[src/rtl/age_lru_updater.sv]
// age_lru_updater: true-LRU age update engine in front of the per-set age memory
module age_lru_updater #(
  parameter int C_N_WAY       = 3,
  parameter int SET_ADDR_WDTH = 5
) (
  input  logic                          clk,
  input  logic                          reset,
  input  logic                          req_valid_in,
  output logic                          req_ready_out,
  input  logic [SET_ADDR_WDTH-1:0]      req_set_in,
  input  logic                          req_hit_in,
  input  logic [C_N_WAY-1:0]            req_way_in,
  output logic                          resp_valid_out,
  output logic [C_N_WAY-1:0]            resp_way_out,
  output logic                          resp_hit_out,
  output logic [SET_ADDR_WDTH-1:0]      age_r_addr_out,
  input  logic [(C_N_WAY<<C_N_WAY)-1:0] age_r_data_in,
  output logic [SET_ADDR_WDTH-1:0]      age_w_addr_out,
  output logic [(C_N_WAY<<C_N_WAY)-1:0] age_w_data_out,
  output logic                          age_w_en_out
);
  localparam int WAYS = 1 << C_N_WAY;
  localparam int VW   = C_N_WAY << C_N_WAY;
  typedef enum logic {INIT, RUN} state_t;
  state_t                   state, state_nx;
  logic [SET_ADDR_WDTH-1:0] cnt;
  logic                     s1_valid, s1_hit;
  logic [SET_ADDR_WDTH-1:0] s1_set;
  logic [C_N_WAY-1:0]       s1_way;
  logic                     wr_prev, hit_q;
  logic [C_N_WAY-1:0]       way_q;
  logic [SET_ADDR_WDTH-1:0] waddr_q;
  logic [VW-1:0]            wdata_q;
  logic                     v1, fwd, accept;
  logic [VW-1:0]            ages, new_ages;
  logic [C_N_WAY-1:0]       victim, k, a;
  assign req_ready_out  = state == RUN;
  assign accept         = req_valid_in & req_ready_out;
  assign age_r_addr_out = req_set_in;
  // A reset arriving while stage 1 is occupied kills that request outright.
  assign v1             = s1_valid & ~reset;
  // The memory returns stale data when read in the same cycle it is written, so replay the last write.
  assign fwd            = wr_prev & (waddr_q == s1_set);
  assign ages           = fwd ? wdata_q : age_r_data_in;
  assign k              = s1_hit ? s1_way : victim;
  assign resp_valid_out = v1;
  assign age_w_en_out   = v1;
  assign resp_way_out   = v1 ? k : way_q;
  assign resp_hit_out   = v1 ? s1_hit : hit_q;
  assign age_w_addr_out = v1 ? s1_set : waddr_q;
  assign age_w_data_out = v1 ? new_ages : wdata_q;
  // State register and clear-sweep counter; the memory clears one set per cycle after reset.
  always_ff @(posedge clk) begin
    if (reset) begin
      state <= INIT;
      cnt   <= '0;
    end else begin
      state <= state_nx;
      cnt   <= (state == INIT) ? cnt + 1'b1 : cnt;
    end
  end
  // Leave INIT the cycle after the sweep counter has covered the last set.
  always_comb begin
    state_nx = (state == INIT && &cnt) ? RUN : state;
  end
  // Stage-1 request capture.
  always_ff @(posedge clk) begin
    if (reset) s1_valid <= 1'b0;
    else s1_valid <= accept;
    if (accept) begin
      s1_set <= req_set_in;
      s1_hit <= req_hit_in;
      s1_way <= req_way_in;
    end
  end
  // Last-issued outputs, held through idle cycles and reused as the forwarding source.
  always_ff @(posedge clk) begin
    if (reset) begin
      wr_prev <= 1'b0;
      way_q   <= '0;
      hit_q   <= 1'b0;
      waddr_q <= '0;
      wdata_q <= '0;
    end else begin
      wr_prev <= v1;
      if (v1) begin
        way_q   <= k;
        hit_q   <= s1_hit;
        waddr_q <= s1_set;
        wdata_q <= new_ages;
      end
    end
  end
  // Victim is the oldest way; scanning downward lets the lowest index win on a corrupt vector.
  always_comb begin
    victim = '0;
    for (int w = WAYS - 1; w >= 0; w--)
      if (ages[w*C_N_WAY +: C_N_WAY] == '1) victim = C_N_WAY'(w);
  end
  // Touched way becomes MRU; everything younger than it ages by one.
  always_comb begin
    a        = '0;
    new_ages = ages;
    for (int w = 0; w < WAYS; w++)
      if (C_N_WAY'(w) == k) a = ages[w*C_N_WAY +: C_N_WAY];
    for (int w = 0; w < WAYS; w++)
      new_ages[w*C_N_WAY +: C_N_WAY] = (C_N_WAY'(w) == k) ? '0 :
        (ages[w*C_N_WAY +: C_N_WAY] < a) ? ages[w*C_N_WAY +: C_N_WAY] + 1'b1 :
        ages[w*C_N_WAY +: C_N_WAY];
  end
endmodule

[config.mk]
export PLATFORM = sky130hd
export DESIGN_NAME = age_lru_updater
export DESIGN_NICKNAME = d
export VERILOG_FILES = /design/src/rtl/age_lru_updater.sv
export SDC_FILE = /design/constraint.sdc
export NUM_CORES = 1
export LEC_CHECK = 0
export BUFFER_PORTS_ARGS = -buffer_cell sky130_fd_sc_hd__buf_2
export CORE_UTILIZATION = 42
export DETAILED_ROUTE_END_ITERATION = 7
export GPL_TIMING_DRIVEN = 0
export HOLD_SLACK_MARGIN = 0.1
export PLACE_DENSITY = 0.65
export RECOVER_POWER = 100
export SYNTH_ARGS = -nofsm -noshare
export SYNTH_HDL_FRONTEND = slang
export SYNTH_SLANG_ARGS = --single-unit
[constraint.sdc]
create_clock -name clk -period 7.25 [get_ports clk]
set_input_delay 0.3625 -clock clk [delete_from_list [all_inputs] [get_ports clk]]
set_output_delay 0.3625 -clock clk [all_outputs]
set_load 0.01 [all_outputs]
## Yosys cells after proc, flatten, opt, wreduce, memory -nomap -nowiden

Index checks and enable logic that the tools add are counted.

- Magnitude comparators: 8
- $add $sub $neg: 9
- Bitwise logic cells: 5
- Mux-type cells: 38
- Reduce and logical (&&, ||, !) cells: 3
- Eq/ne operators: 16

Operators with widths:

| operator | number |
|---|---|
| $mux W3 | 34 |
| $mux W24 | 2 |
| $add A3 B1 Y3 const B | 8 |
| $eq A3 B3 Y1 const B | 8 |
| $lt A3 B3 Y1 | 8 |
| $eq A3 B3 Y1 const A | 4 |
| $eq A2 B3 Y1 const A | 2 |
| $add A5 B1 Y5 const B | 1 |
| $eq A5 B5 Y1 | 1 |
| $mux W5 | 1 |
| $reduce_and A5 Y1 | 1 |
| $and A1 B1 Y1 | 3 |
| $eq A1 B3 Y1 const A | 1 |
| $logic_not A3 Y1 | 1 |
| $not A1 Y1 | 2 |
| $logic_and A1 B1 Y1 | 1 |
| $mux W1 | 1 |

- Output and inout bits: 41
- Word-level logic and storage cells: 90
- Bits in registers: 50
- Input port bits: 36

## Logic depth before layout (Yosys ltp)

Gate-level depths: netlist (run 1).

- Depth in word-level cells: 26
- Mapped depth: 22
- Gate-level depth less buffers: 20

## Least setup slack after synthesis (run 1)

No wires, ideal clock.

- Kind: register to output
- Start point: register s1_set[2]
- End point: output port age_w_data_out[11]
- Data arrival time: 5199 ps
- Setup slack: 1688 ps
- Required time: 6888 ps
- Stages on the path, launching flop included: 21
- Buffers on the path: 2
- Path through: edfxtp_1 xnor2_1 nand4_1 nor2_4 buf_2 mux2i_1 inv_1 ha_1 ha_1 or3b_1 nand4b_1 nand2_1 clkbuf_1 mux2i_1 o32ai_1 a21oi_1 ha_1 a21boi_1 a221o_1 nor2b_1 o31ai_1

- Word-level cells in the longest chain between the ends: 26
- Elaborated cells on any way between the ends: 41
- Those cells by class: add/sub: 1; order compare: 1; eq/ne: 16; mux: 21; bitwise: 1; reduce/logical: 1

Ends and longest elaborated chain:

| item | line | RTL |
|---|---|---|
| start: declaration | 28 | `logic [SET_ADDR_WDTH-1:0] s1_set;` |
| start signal: assignment | 71 | `s1_set <= req_set_in;` |
| $eq A5 B5 Y1 * | 43 | `assign fwd = wr_prev & (waddr_q == s1_set);` |
| $and A1 B1 Y1 * | 43 |  |
| $mux W24 * | 44 | `assign ages = fwd ? wdata_q : age_r_data_in;` |
| $eq A3 B3 Y1 | 98 | `if (ages[w*C_N_WAY +: C_N_WAY] == '1) victim = C_N_WAY'(w);` |
| $mux W3 (8 in a row) | 98 |  |
| $mux W3 | 45 | `assign k = s1_hit ? s1_way : victim;` |
| $logic_not A3 Y1 | 105 | `if (C_N_WAY'(w) == k) a = ages[w*C_N_WAY +: C_N_WAY];` |
| $mux W3 (8 in a row) | 105 |  |
| $lt A3 B3 Y1 | 108 | `(ages[w*C_N_WAY +: C_N_WAY] < a) ? ages[w*C_N_WAY +: C_N_WAY] + 1'b1 :` |
| $mux W3 | 108 |  |
| $mux W3 * | 107 | `new_ages[w*C_N_WAY +: C_N_WAY] = (C_N_WAY'(w) == k) ? '0 :` |
| $mux W24 * | -- |  |
| end: declaration | 19 | `output logic [(C_N_WAY<<C_N_WAY)-1:0] age_w_data_out,` |

Mark *: on every way between the ends. The rest lies on a longest branch, timed or not.

## Final worst setup path (run 1)

- Start point: register s1_set[1]
- End point: output port age_w_data_out[2]

- Word-level cells in the longest chain between the ends: 26
- Elaborated cells on any way between the ends: 41
- Those cells by class: add/sub: 1; order compare: 1; eq/ne: 16; mux: 21; bitwise: 1; reduce/logical: 1

Ends and longest elaborated chain:

| item | line |
|---|---|
| $eq A5 B5 Y1 * | 43 |
| $and A1 B1 Y1 * | 43 |
| $mux W24 * | 44 |
| $eq A3 B3 Y1 | 98 |
| $mux W3 (8 in a row) | 98 |
| $mux W3 | 45 |
| $logic_not A3 Y1 | 105, 107 |
| $mux W3 (8 in a row) | 105 |
| $lt A3 B3 Y1 | 108 |
| $mux W3 | 108 |
| $mux W3 * | 107 |
| $mux W24 * | -- |

Marked as above.

==> flow_summary.yaml, run 1 <==
route:
  firstDrtPassIters: 7
  drc: 0
  ant_nets: 0
  drtIter0Drc: 228
  avgViaCountPerCell: 5.86
  via_count: 4042
  wl_per_cell_um: 17.8
  wl_um: 12300
die:
  dieArea_um2: 9810
  rows: 35
  core_um2: 9200
  die_w_um: 99.1
  start_util_pct: 43.0
  ios: 77
  die_h_um: 99.1
cells_and_area:
  nets: 640
  area_growth_pct: 16.3
  layout-drive-gt1-share_pct: 20.4
  antenna_cells: 0
  final_cell_mix: "nand2_1, buf_2, dfxtp_1"
  fin_area_um2: 4600
  utilization_pct: 50.0
  instances_no_fill: 690
  layout_commonest_cell: "nand2_1"
  fill_cells: 916
power_and_ir_drop:
  powerDensity_nw_per_um2: 138
  finalPower_mw: 0.636
  p_leak_nw: 2.16
  clkPwrFrac_pct: 29.4
  internal_power_mw: 0.420
  p_comb_share_pct: 25.7
  vdd_drop_max_mv: 0.0726
  seqPwrFrac_pct: 44.8
  p_sw_share_pct: 33.8
  switchingPower_mw: 0.215
setup_path:
  crit_arrival_ns: 6.47
  cp-end-kind: "output pin"
  worstPathRequired_ns: 6.89
  cp-start-kind: "register"
  slowest_delay_ns: 0.57
  r2r_cells: 19
  worstSetupPathType: "reg -> out"
  crit_fanout: 10
  regToRegStartpoint: "s1_set[1]$_DFFE_PP_"
  path_cells: "xnor2_1 -> nand2_1 -> nor2_4 -> buf_2 -> mux2i_2 -> inv_1 -> ha_1 -> ha_1 -> nor4_2 -> o31a_1 -> buf_2 -> nand2_1 -> o32ai_1 -> a21oi_4 -> ha_1 -> or3_1 -> o211ai_2 -> mux2_1 -> a22o_1 -> buf_2"
  crit_slowest_cell: "o32ai_1"
  timing.rr.end: "wdata_q[2]$_SDFF_PP0_"
  worst-r2r-setup-slack_ns: 1.11
cts:
  clock_path_buffers: 2
  ctsHoldBuffers: 0
  cts_sinks: 50
  tritoncts: "done"
  cts_root_buf: "clkbuf_8"
  clkSlewWorstSetupHoldPaths_ns: 0.11
  h-tree-depth: 2
  cts_buffers: 5
  clk_latency_ns: 0.32
sta:
  finalCritPeriodShare_pct: 94.3
  clock_skew_ns: 0.00826
  finalHoldViolations: 0
  relSlewSlack_pct: 47.7
  rsz0062_at_grt: "false"
  fmax_mhz: 146
  finalSetupTns_ns: 0
  worstMarginPinSlew_ns: 0.784
  final_max_slew_viol_count: 0
  setup_viol: 0
  period_needed_ns: 6.83
hold_path:
  hold_path.class: "in -> reg"
  holdPathEnd: "s1_way[2]$_DFFE_PP_"
  holdCritStartpoint: "req_way_in[2]"
  hold_depth: 1
synthesis:
  synth-seq-cells: 50
  synthArstFlopShare_pct: 0
  ys.flop_type: "dfxtp_1"
  syn_area_um2: 3960
  synth_edf_count: 9
  yosysWarnings: 0
  synth_area_per_cell_um2: 8.01
  ys_types: 68
  synthCells: 494
  yosysSeqAreaShare_pct: 27.6
  syn_nets: 556
grt:
  grt_first_pass_wirelength_um: 19800
  antenna_found_initial: 0
  grt_use_total_pct: 25.9
  overflow: 0
  grt_max_degree: 19
  grt_pass1_vias: 3931
place:
  routabilityCongestion: 0.984
  portBuffers: 76
  placed_area_um2: 4480
  dp.cells: 681
  place_hpwl_um: 9190
run_status:
  status: "finished, final reports clean"
job:
  maxCapViolCount: 0
[worst max path at each step]
stage	start	depth (start not counted)	to	slack (ns)
global placement	s1_set[4]$_DFFE_PP_	21	age_w_data_out[9]	-0.06
floorplan	s1_set[2]$_DFFE_PP_	20	age_w_data_out[11]	1.69
CTS	s1_set[1]$_DFFE_PP_	21	age_w_data_out[2]	0.21
finish	s1_set[1]$_DFFE_PP_	20	age_w_data_out[2]	0.42
detailed placement	s1_set[4]$_DFFE_PP_	21	age_w_data_out[9]	-0.08
global route	s1_set[1]$_DFFE_PP_	20	age_w_data_out[2]	0.002
[power groups by stage]
stage	sequential, mW	combinational (mW)	clock (mW)
2_1_floorplan	0.291	0.116	0
3_3_place_gp	0.291	0.154	0
3_5_place_dp	0.291	0.159	0
4_1_cts	0.285	0.160	0.193
5_1_grt	0.285	0.180	0.203
6_report	0.285	0.163	0.187
[sequential cells by signal, indices dropped and copies added (netlist names)]
signal and cells:
wdata_q 24, cnt 5, s1_set 5, waddr_q 5, s1_way 3, way_q 3, hit_q 1, req_ready_out 1
s1_hit 1, s1_valid 1, wr_prev 1
[critical path: cells and delay by family, from the launching register on]
family | cells | cell delay (ns)
xor+xnor | 1 | 0.25
buf+inv | 4 | 0.91
compound gates | 5 | 1.33
flops | 1 | 0.42
fa+ha+maj | 3 | 0.76
mux | 2 | 0.85
simple gates | 5 | 1.63
[per-layer routing]
layer	share of wire (%)	GRT usage [%]	vias up
met1	46	33.4	1904
li1	-	-	1974
met3	5.0	3.62	22
met4	2.4	9.62	0
met2	46	43.9	142
met5	0	0	-
[cell type report]
class | instances | area (µm²) | share of cell area, %
Buffer | 28 | 141 | 3.07
Clock buffer | 5 | 68.8 | 1.50
Clock inverter | 3 | 28.8 | 0.626
Inverter | 17 | 63.8 | 1.39
Multi-Input combinational cell | 398 | 2690 | 58.5
Sequential cell | 50 | 1090 | 23.7
Tap cell | 111 | 139 | 3.02
Timing Repair Buffer | 78 | 378 | 8.22
[what timing repair did]
action / in CTS / in global routing
gates cloned: 0 / 0
buffers inserted: 2 / 0
pin swaps: 1 / 0
setup endpoints to repair: 24 / 23
gates resized for setup: 1 / 4
[metrics by stage]
stage / setup WS (ns) / hold slack (ns)
2_1_floorplan: 1.69 / 0.432
3_3_place_gp: -0.0589 / 0.440
3_5_place_dp: -0.0750 / 0.445
4_1_cts: 0.205 / 0.199
5_1_grt: 0.00243 / 0.200
6_report: 0.416 / 0.212
[synth_stat cells, drive strengths merged, types with 2 or more instances]
library cell / n / area [µm²]
a2111oi: 2 / 42.5
a211o: 3 / 26.3
a211oi: 6 / 50.1
a21o: 20 / 150
a21oi: 29 / 153
a22o: 6 / 52.6
a31oi: 11 / 83.8
a32oi: 2 / 17.5
and2: 7 / 43.8
and3: 6 / 37.5
buf: 13 / 85.1
clkbuf: 16 / 60.1
dfxtp: 41 / 821
edfxtp: 9 / 270
ha: 26 / 325
inv: 17 / 63.8
mux2: 13 / 146
mux2i: 11 / 110
nand2: 90 / 340
nand2b: 4 / 25.0
nand3: 12 / 60.1
nand4: 3 / 18.8
nand4b: 5 / 43.8
nor2: 37 / 146
nor2b: 8 / 50.1
nor3: 10 / 66.3
o2111ai: 2 / 23.8
o211ai: 11 / 87.6
o21a: 2 / 15.0
o21ai: 30 / 150
o221a: 3 / 33.8
o221ai: 4 / 35.0
o22ai: 2 / 12.5
o31a: 3 / 26.3
o31ai: 5 / 56.3
xnor2: 7 / 61.3
xor2: 2 / 17.5
[logic make-up after synthesis]
| kind of cell | synth area share, % |
|---|---|
| AO/OA/AOI/OAI | 28.2 |
| XOR/XNOR | 1.99 |
| adder cells (fa/ha/maj) | 8.22 |
| buffers and inverters | 5.28 |
| flip-flops | 27.6 |
| multiplexers | 6.48 |
| AND/OR/NAND/NOR | 22.3 |
Note: power is estimated with default switching activity, not from simulation.
==> run 2, diff against run 1 <==
--- a/config.mk
+++ b/config.mk
@@ -5,6 +5,7 @@
 export SDC_FILE = /design/constraint.sdc
 export NUM_CORES = 1
 export LEC_CHECK = 0
+export ABC_AREA = 1
 export BUFFER_PORTS_ARGS = -buffer_cell sky130_fd_sc_hd__buf_2
 export CORE_UTILIZATION = 42
 export DETAILED_ROUTE_END_ITERATION = 7
==> run 2 against run 1 <==
Final cell count increased by 22%. Worst setup slack improved by 0.22 ns. Clock-buffer cell count unchanged. Sequential share of layout area about the same. Power decreased by 2.5%. Flip-flop and latch count unchanged. Maximum frequency increased by 3.4%. Critical path type unchanged. Largest power group unchanged.
==> flow_summary.yaml, run 2 <==
run_status:
  status: "finished, final reports clean"
setup_path:
  slowest_delay_ns: 0.69
  cp_common_cell: "nand2_1"
  cp-end-kind: "output pin"
  cp-start-kind: "register"
  crit_slowest_cell: "a221oi_2"
  r2r_cells: 34
  worstPathRequired_ns: 6.89
  worstSetupPathType: "reg -> out"
  crit_arrival_ns: 6.25
  crit_fanout: 10
power_and_ir_drop:
  powerDensity_nw_per_um2: 135
  seqPwrFrac_pct: 46.1
  switchingPower_mw: 0.210
  vdd_drop_max_mv: 0.0802
  p_leak_nw: 2.48
  p_comb_share_pct: 24.7
  p_sw_share_pct: 33.9
  finalPower_mw: 0.619
  internal_power_mw: 0.410
  clkPwrFrac_pct: 29.2
sta:
  clock_skew_ns: 0.0141
  finalHoldViolations: 0
  period_needed_ns: 6.61
  rsz0062_at_grt: "false"
  fmax_mhz: 151
  worstMarginPinSlew_ns: 0.859
  relSlewSlack_pct: 42.8
  final_max_slew_viol_count: 0
  finalCritPeriodShare_pct: 91.2
  finalSetupTns_ns: 0
  hold_ws_ns: 0.216
  setup_viol: 0
cts:
  cts_sinks: 50
  clk_latency_ns: 0.32
  clock_path_buffers: 2
  tritoncts: "done"
  cts_root_buf: "clkbuf_8"
  h-tree-depth: 2
  clkSlewWorstSetupHoldPaths_ns: 0.11
  cts_buffers: 5
  cts_setup_buffers: 0
die:
  die_h_um: 100
  dieArea_um2: 10000
  ios: 77
  core_um2: 9280
  die_w_um: 100
  rows: 35
  start_util_pct: 43.6
synthesis:
  synthArstFlopShare_pct: 0
  synthSimpleGateAreaFrac_pct: 37.5
  synthCells: 627
  synth_fa_ha_area_share_pct: 8.04
  yosysSeqAreaShare_pct: 27.0
  syn_nets: 689
  synth_top_area_cell: "dfxtp_1"
  synth_xor_area_share_pct: 0
  synth_common_cells: "nand2_1, inv_1, nand3_1"
  yosysWarnings: 0
  yosysMostFrequentCell: "nand2_1"
  synth_area_per_cell_um2: 6.45
  ys.flop_type: "dfxtp_1"
  synth_top_area_share_pct: 20.3
  synth_edf_count: 9
  synth-seq-cells: 50
  ys_types: 38
  synthMuxAreaShare_pct: 0
  synthTopCellsByArea: "dfxtp_1, nand2_1, inv_1, ha_1, nand3_1"
  synth_compound_area_share_pct: 12.3
  syn_area_um2: 4040
  synth_top_family_by_area: "simple AND/OR/NAND/NOR gates"
hold_path:
  hold_depth: 1
  hold_path.class: "in -> reg"
place:
  portBuffers: 75
  placed_area_um2: 4580
  routabilityCongestion: 0.884
  place_hpwl_um: 8410
cells_and_area:
  layout_commonest_cell: "nand2_1"
  multi_input_area_um2: 2320
  antenna_cells: 0
  nets: 771
  regArea_um2: 1090
  fin_area_um2: 4600
  layout-drive-gt1-share_pct: 14.8
  largest_reg_flops: 24
  fill_cells: 1054
  final_cell_mix: "nand2_1, inv_1, nand3_1"
  area_growth_pct: 13.7
  top_register: "wdata_q"
route:
  drc: 0
  ant_nets: 0
  drtIter0Drc: 213
  wl_per_cell_um: 12.8
  firstDrtPassIters: 4
  avgViaCountPerCell: 5.00
  wl_um: 10700
  via_count: 4199
grt:
  grt_first_pass_wirelength_um: 17600
  antenna_found_initial: 0
  overflow: 0
  grt_pass1_vias: 3790
  grt_use_total_pct: 22.1
  grt_max_degree: 18
job:
  maxCapViolCount: 0
[run 2: worst max-delay path, delay by kind of cell, from the launching register on]
kind	cells	cell delay [ns]
flops	1	0.43
compound gates	4	1.46
simple gates	20	1.56
fa+ha+maj	2	0.72
buf+inv	9	1.73
[run 2: repair_timing]
item	in CTS	in global routing
hold buffers	0	0
gates resized for setup	0	1
endpoints found under the setup margin	0	24
[run 2: layer usage]
metal	GRT usage, %	part of all wire (%)	vias to the layer above	wire, µm
met2	39.9	48	92	5170
met4	5.24	1.3	0	140
met5	0	0	-	0
met1	27.7	46	1948	4920
met3	3.20	4.5	12	480
li1	-	-	2147	-
[run 2: path summary, 6_finish.rpt]
| path | start | end | slack [ns] |
|---|---|---|---|
| max | s1_set[1]$_DFFE_PP_ | age_w_data_out[10] | 0.64 |
| min | req_hit_in | s1_hit$_DFFE_PP_ | 0.22 |
| max reg2reg | s1_set[1]$_DFFE_PP_ | wdata_q[10]$_SDFF_PP0_ | 1.34 |
| min reg2reg | hit_q$_SDFF_PP0_ | hit_q$_SDFF_PP0_ | 0.48 |
[run 2: power groups by stage]
stage	Sequential (mW)	Combinational (mW)	Clock, mW
2_1_floorplan	0.291	0.118	0
3_3_place_gp	0.291	0.151	0
3_5_place_dp	0.292	0.158	0
4_1_cts	0.285	0.158	0.188
5_1_grt	0.286	0.174	0.198
6_report	0.285	0.153	0.181
[run 2: final cells by class]
class | count | area share [%]
inverters | 125 | 10.2
multi-input cells | 429 | 50.4
well taps | 129 | 3.51
plain buffers | 23 | 3.05
flip-flops and latches | 50 | 23.7
clock buffers | 5 | 1.50
repair buffers | 75 | 7.13
clock inverters | 3 | 0.490
[run 2: cells by family (layout without fill, tap and decap cells)]
kind of cell             count (synthesis)  in the layout
AO/OA/AOI/OAI                           75             75
adder cells (fa/ha/maj)                 26             26
buffers and inverters                  148            231
flip-flops                              50             50
AND/OR/NAND/NOR                        328            328
[run 2: per-stage QoR]
stage / setup slack, ns / util, % / instances
after detailed placement: 0.749 / 49.3 / 831
after CTS: 0.373 / 50.3 / 839
final: 0.638 / 49.5 / 839
after floorplan: 2.44 / - / 627
after global placement: 0.814 / 49.3 / 831
after global routing: 0.177 / 49.5 / 839
==> run 3, diff against run 2 <==
--- a/config.mk
+++ b/config.mk
@@ -7,11 +7,11 @@
 export LEC_CHECK = 0
 export ABC_AREA = 1
 export BUFFER_PORTS_ARGS = -buffer_cell sky130_fd_sc_hd__buf_2
-export CORE_UTILIZATION = 42
+export CORE_UTILIZATION = 35
 export DETAILED_ROUTE_END_ITERATION = 7
 export GPL_TIMING_DRIVEN = 0
 export HOLD_SLACK_MARGIN = 0.1
-export PLACE_DENSITY = 0.65
+export PLACE_DENSITY = 0.57
 export RECOVER_POWER = 100
 export SYNTH_ARGS = -nofsm -noshare
 export SYNTH_HDL_FRONTEND = slang
==> run 3 against run 2 <==
Clock-buffer cell count did not move. Worst setup slack got worse by 0.0050 ns. Core utilization decreased by 7.1 points. Global-route usage fell by 2.7 points. Clock power increased by 40%. Register-to-register slack got worse by 0.03 ns. Wire length rose by 3.1%. Sequential share of layout area down 0.42 points. Combinational power about the same. Non-clock buffer count rose by 1. Flip-flop and latch count unchanged. Sequential power about the same.
==> flow_summary.yaml, run 3 (synthesized netlist as in run 2, its figures left out) <==
setup_path:
  worstPathRequired_ns: 6.89
  worstSetupPathType: "reg -> out"
  cp-startpoint: "s1_set[4]$_DFFE_PP_"
  cp-start-kind: "register"
  crit_arrival_ns: 6.25
  timing.rr.end: "wdata_q[10]$_SDFF_PP0_"
  cp-end-kind: "output pin"
  crit_slowest_cell: "a221oi_1"
  crit_fanout: 10
  regToRegStartpoint: "s1_set[4]$_DFFE_PP_"
  slowest_delay_ns: 0.57
  cp_common_cell: "nand2_1"
  r2r_cells: 28
  worst-r2r-setup-slack_ns: 1.31
route:
  drtIter0Drc: 137
  ant_nets: 0
  drc: 0
  wl_per_cell_um: 13.0
  dr_wl_met2_um: 4990
  avgViaCountPerCell: 4.77
  top_layer: "met4"
  via_count: 4056
  firstDrtPassIters: 4
  wl_met3_um: 401
  wl_um: 11000
  wl_met1_um: 5410
place:
  portBuffers: 75
  routabilityCongestion: 0.891
  dp.cells: 842
  placed_area_um2: 4590
  place_hpwl_um: 8680
cts:
  clock_path_buffers: 2
  cts_buffers: 5
  postCtsResizedCells: 0
  clkSlewWorstSetupHoldPaths_ns: 0.08
  cts_root_buf: "clkbuf_16"
  h-tree-depth: 2
  tritoncts: "done"
  ctsHoldBuffers: 0
  cts_setup_buffers: 0
  clk_latency_ns: 0.31
  cts_sinks: 50
grt:
  grt_max_degree: 19
  overflow: 0
  grt_pass1_vias: 3764
  grt_first_pass_wirelength_um: 17900
  antenna_found_initial: 0
  grt_use_total_pct: 19.4
sta:
  rsz0062_at_grt: "false"
  period_needed_ns: 6.62
  fmax_mhz: 151
  relSlewSlack_pct: 54.7
  finalSetupTns_ns: 0
  clock_skew_ns: 0.0115
  worstMarginPinSlew_ns: 0.680
  final_max_slew_viol_count: 0
  finalHoldViolations: 0
  finalCritPeriodShare_pct: 91.3
  setup_viol: 0
run_status:
  status: "finished, final reports clean"
die:
  core_um2: 11000
  ios: 77
  die_w_um: 109
  dieArea_um2: 12000
  rows: 38
  die_h_um: 109
  start_util_pct: 36.7
cells_and_area:
  largest_reg_flops: 24
  fill_cells: 1213
  top_register: "wdata_q"
  instances_no_fill: 851
  layout_commonest_cell: "nand2_1"
  nets: 772
  fin_area_um2: 4680
  antenna_cells: 0
  area_growth_pct: 15.7
  final_cell_mix: "nand2_1, inv_1, nand3_1"
  layout-drive-gt1-share_pct: 15.5
hold_path:
  hold_path.class: "in -> reg"
  holdPathEnd: "s1_way[0]$_DFFE_PP_"
  hold_depth: 1
  holdCritStartpoint: "req_way_in[0]"
power_and_ir_drop:
  powerDensity_nw_per_um2: 148
  p_leak_nw: 2.52
  finalPower_mw: 0.692
  vdd_drop_max_mv: 0.100
job:
  maxCapViolCount: 0
-- run 3: cell types whose count changed in the layout (fill, tap and decap cells not counted), moves of 5 or more --
cell       before  now
clkbuf_1       50   45
clkbuf_8        5    0
clkbuf_16       0    5
buf_2          38   44
-- run 3: cell type report --
cell class / count / area [µm²] / area share [%]
plain buffers: 23 / 141 / 3.02
clock buffers: 5 / 125 / 2.67
clock inverters: 3 / 27.5 / 0.588
inverters: 125 / 469 / 10.0
multi-input cells: 429 / 2310 / 49.4
flip-flops and latches: 50 / 1090 / 23.3
well taps: 140 / 175 / 3.74
repair buffers: 76 / 338 / 7.22
-- run 3: how the worst max path moves through the flow --
stage / to / slack, ns / cells after the start
final: age_w_data_out[11] / 0.63 / 29
after global routing: age_w_data_out[18] / 0.07 / 29
after CTS: age_w_data_out[16] / 0.25 / 27
after detailed placement: age_w_data_out[16] / 0.59 / 27
after global placement: age_w_data_out[15] / 0.62 / 27
after floorplan: age_w_data_out[17] / 2.44 / 26
-- run 3: critical path: cells and delay by family (launching register included) --
family                     cells  cell delay, ns
DFF                            1            0.42
and+or+nand+nor               13            1.59
adders and majority gates      2            0.52
buffers and inverters          8            1.63
AOI/OAI and AO/OA              6            1.81
-- run 3: per-stage QoR --
stage          setup slack, ns  hold slack, ns  utilization [%]
2_1_floorplan             2.44           0.441                -
3_3_place_gp             0.621           0.449             41.7
3_5_place_dp             0.591           0.456             41.7
4_1_cts                  0.253           0.228             43.0
5_1_grt                 0.0703           0.223             42.4
6_report                 0.633           0.232             42.4
-- run 3: power by group --
part,switching [mW],total (mW),internal [mW]
combinational,0.0963,0.152,0.0559
sequential,0.00145,0.285,0.284
clock,0.122,0.254,0.132
total,0.220,0.692,0.472
-- run 3: per-layer routing --
metal	track usage (%)	vias up
met5	0	-
met4	6.86	0
met3	2.79	12
met2	32.2	75
met1	25.6	1826
li1	-	2143
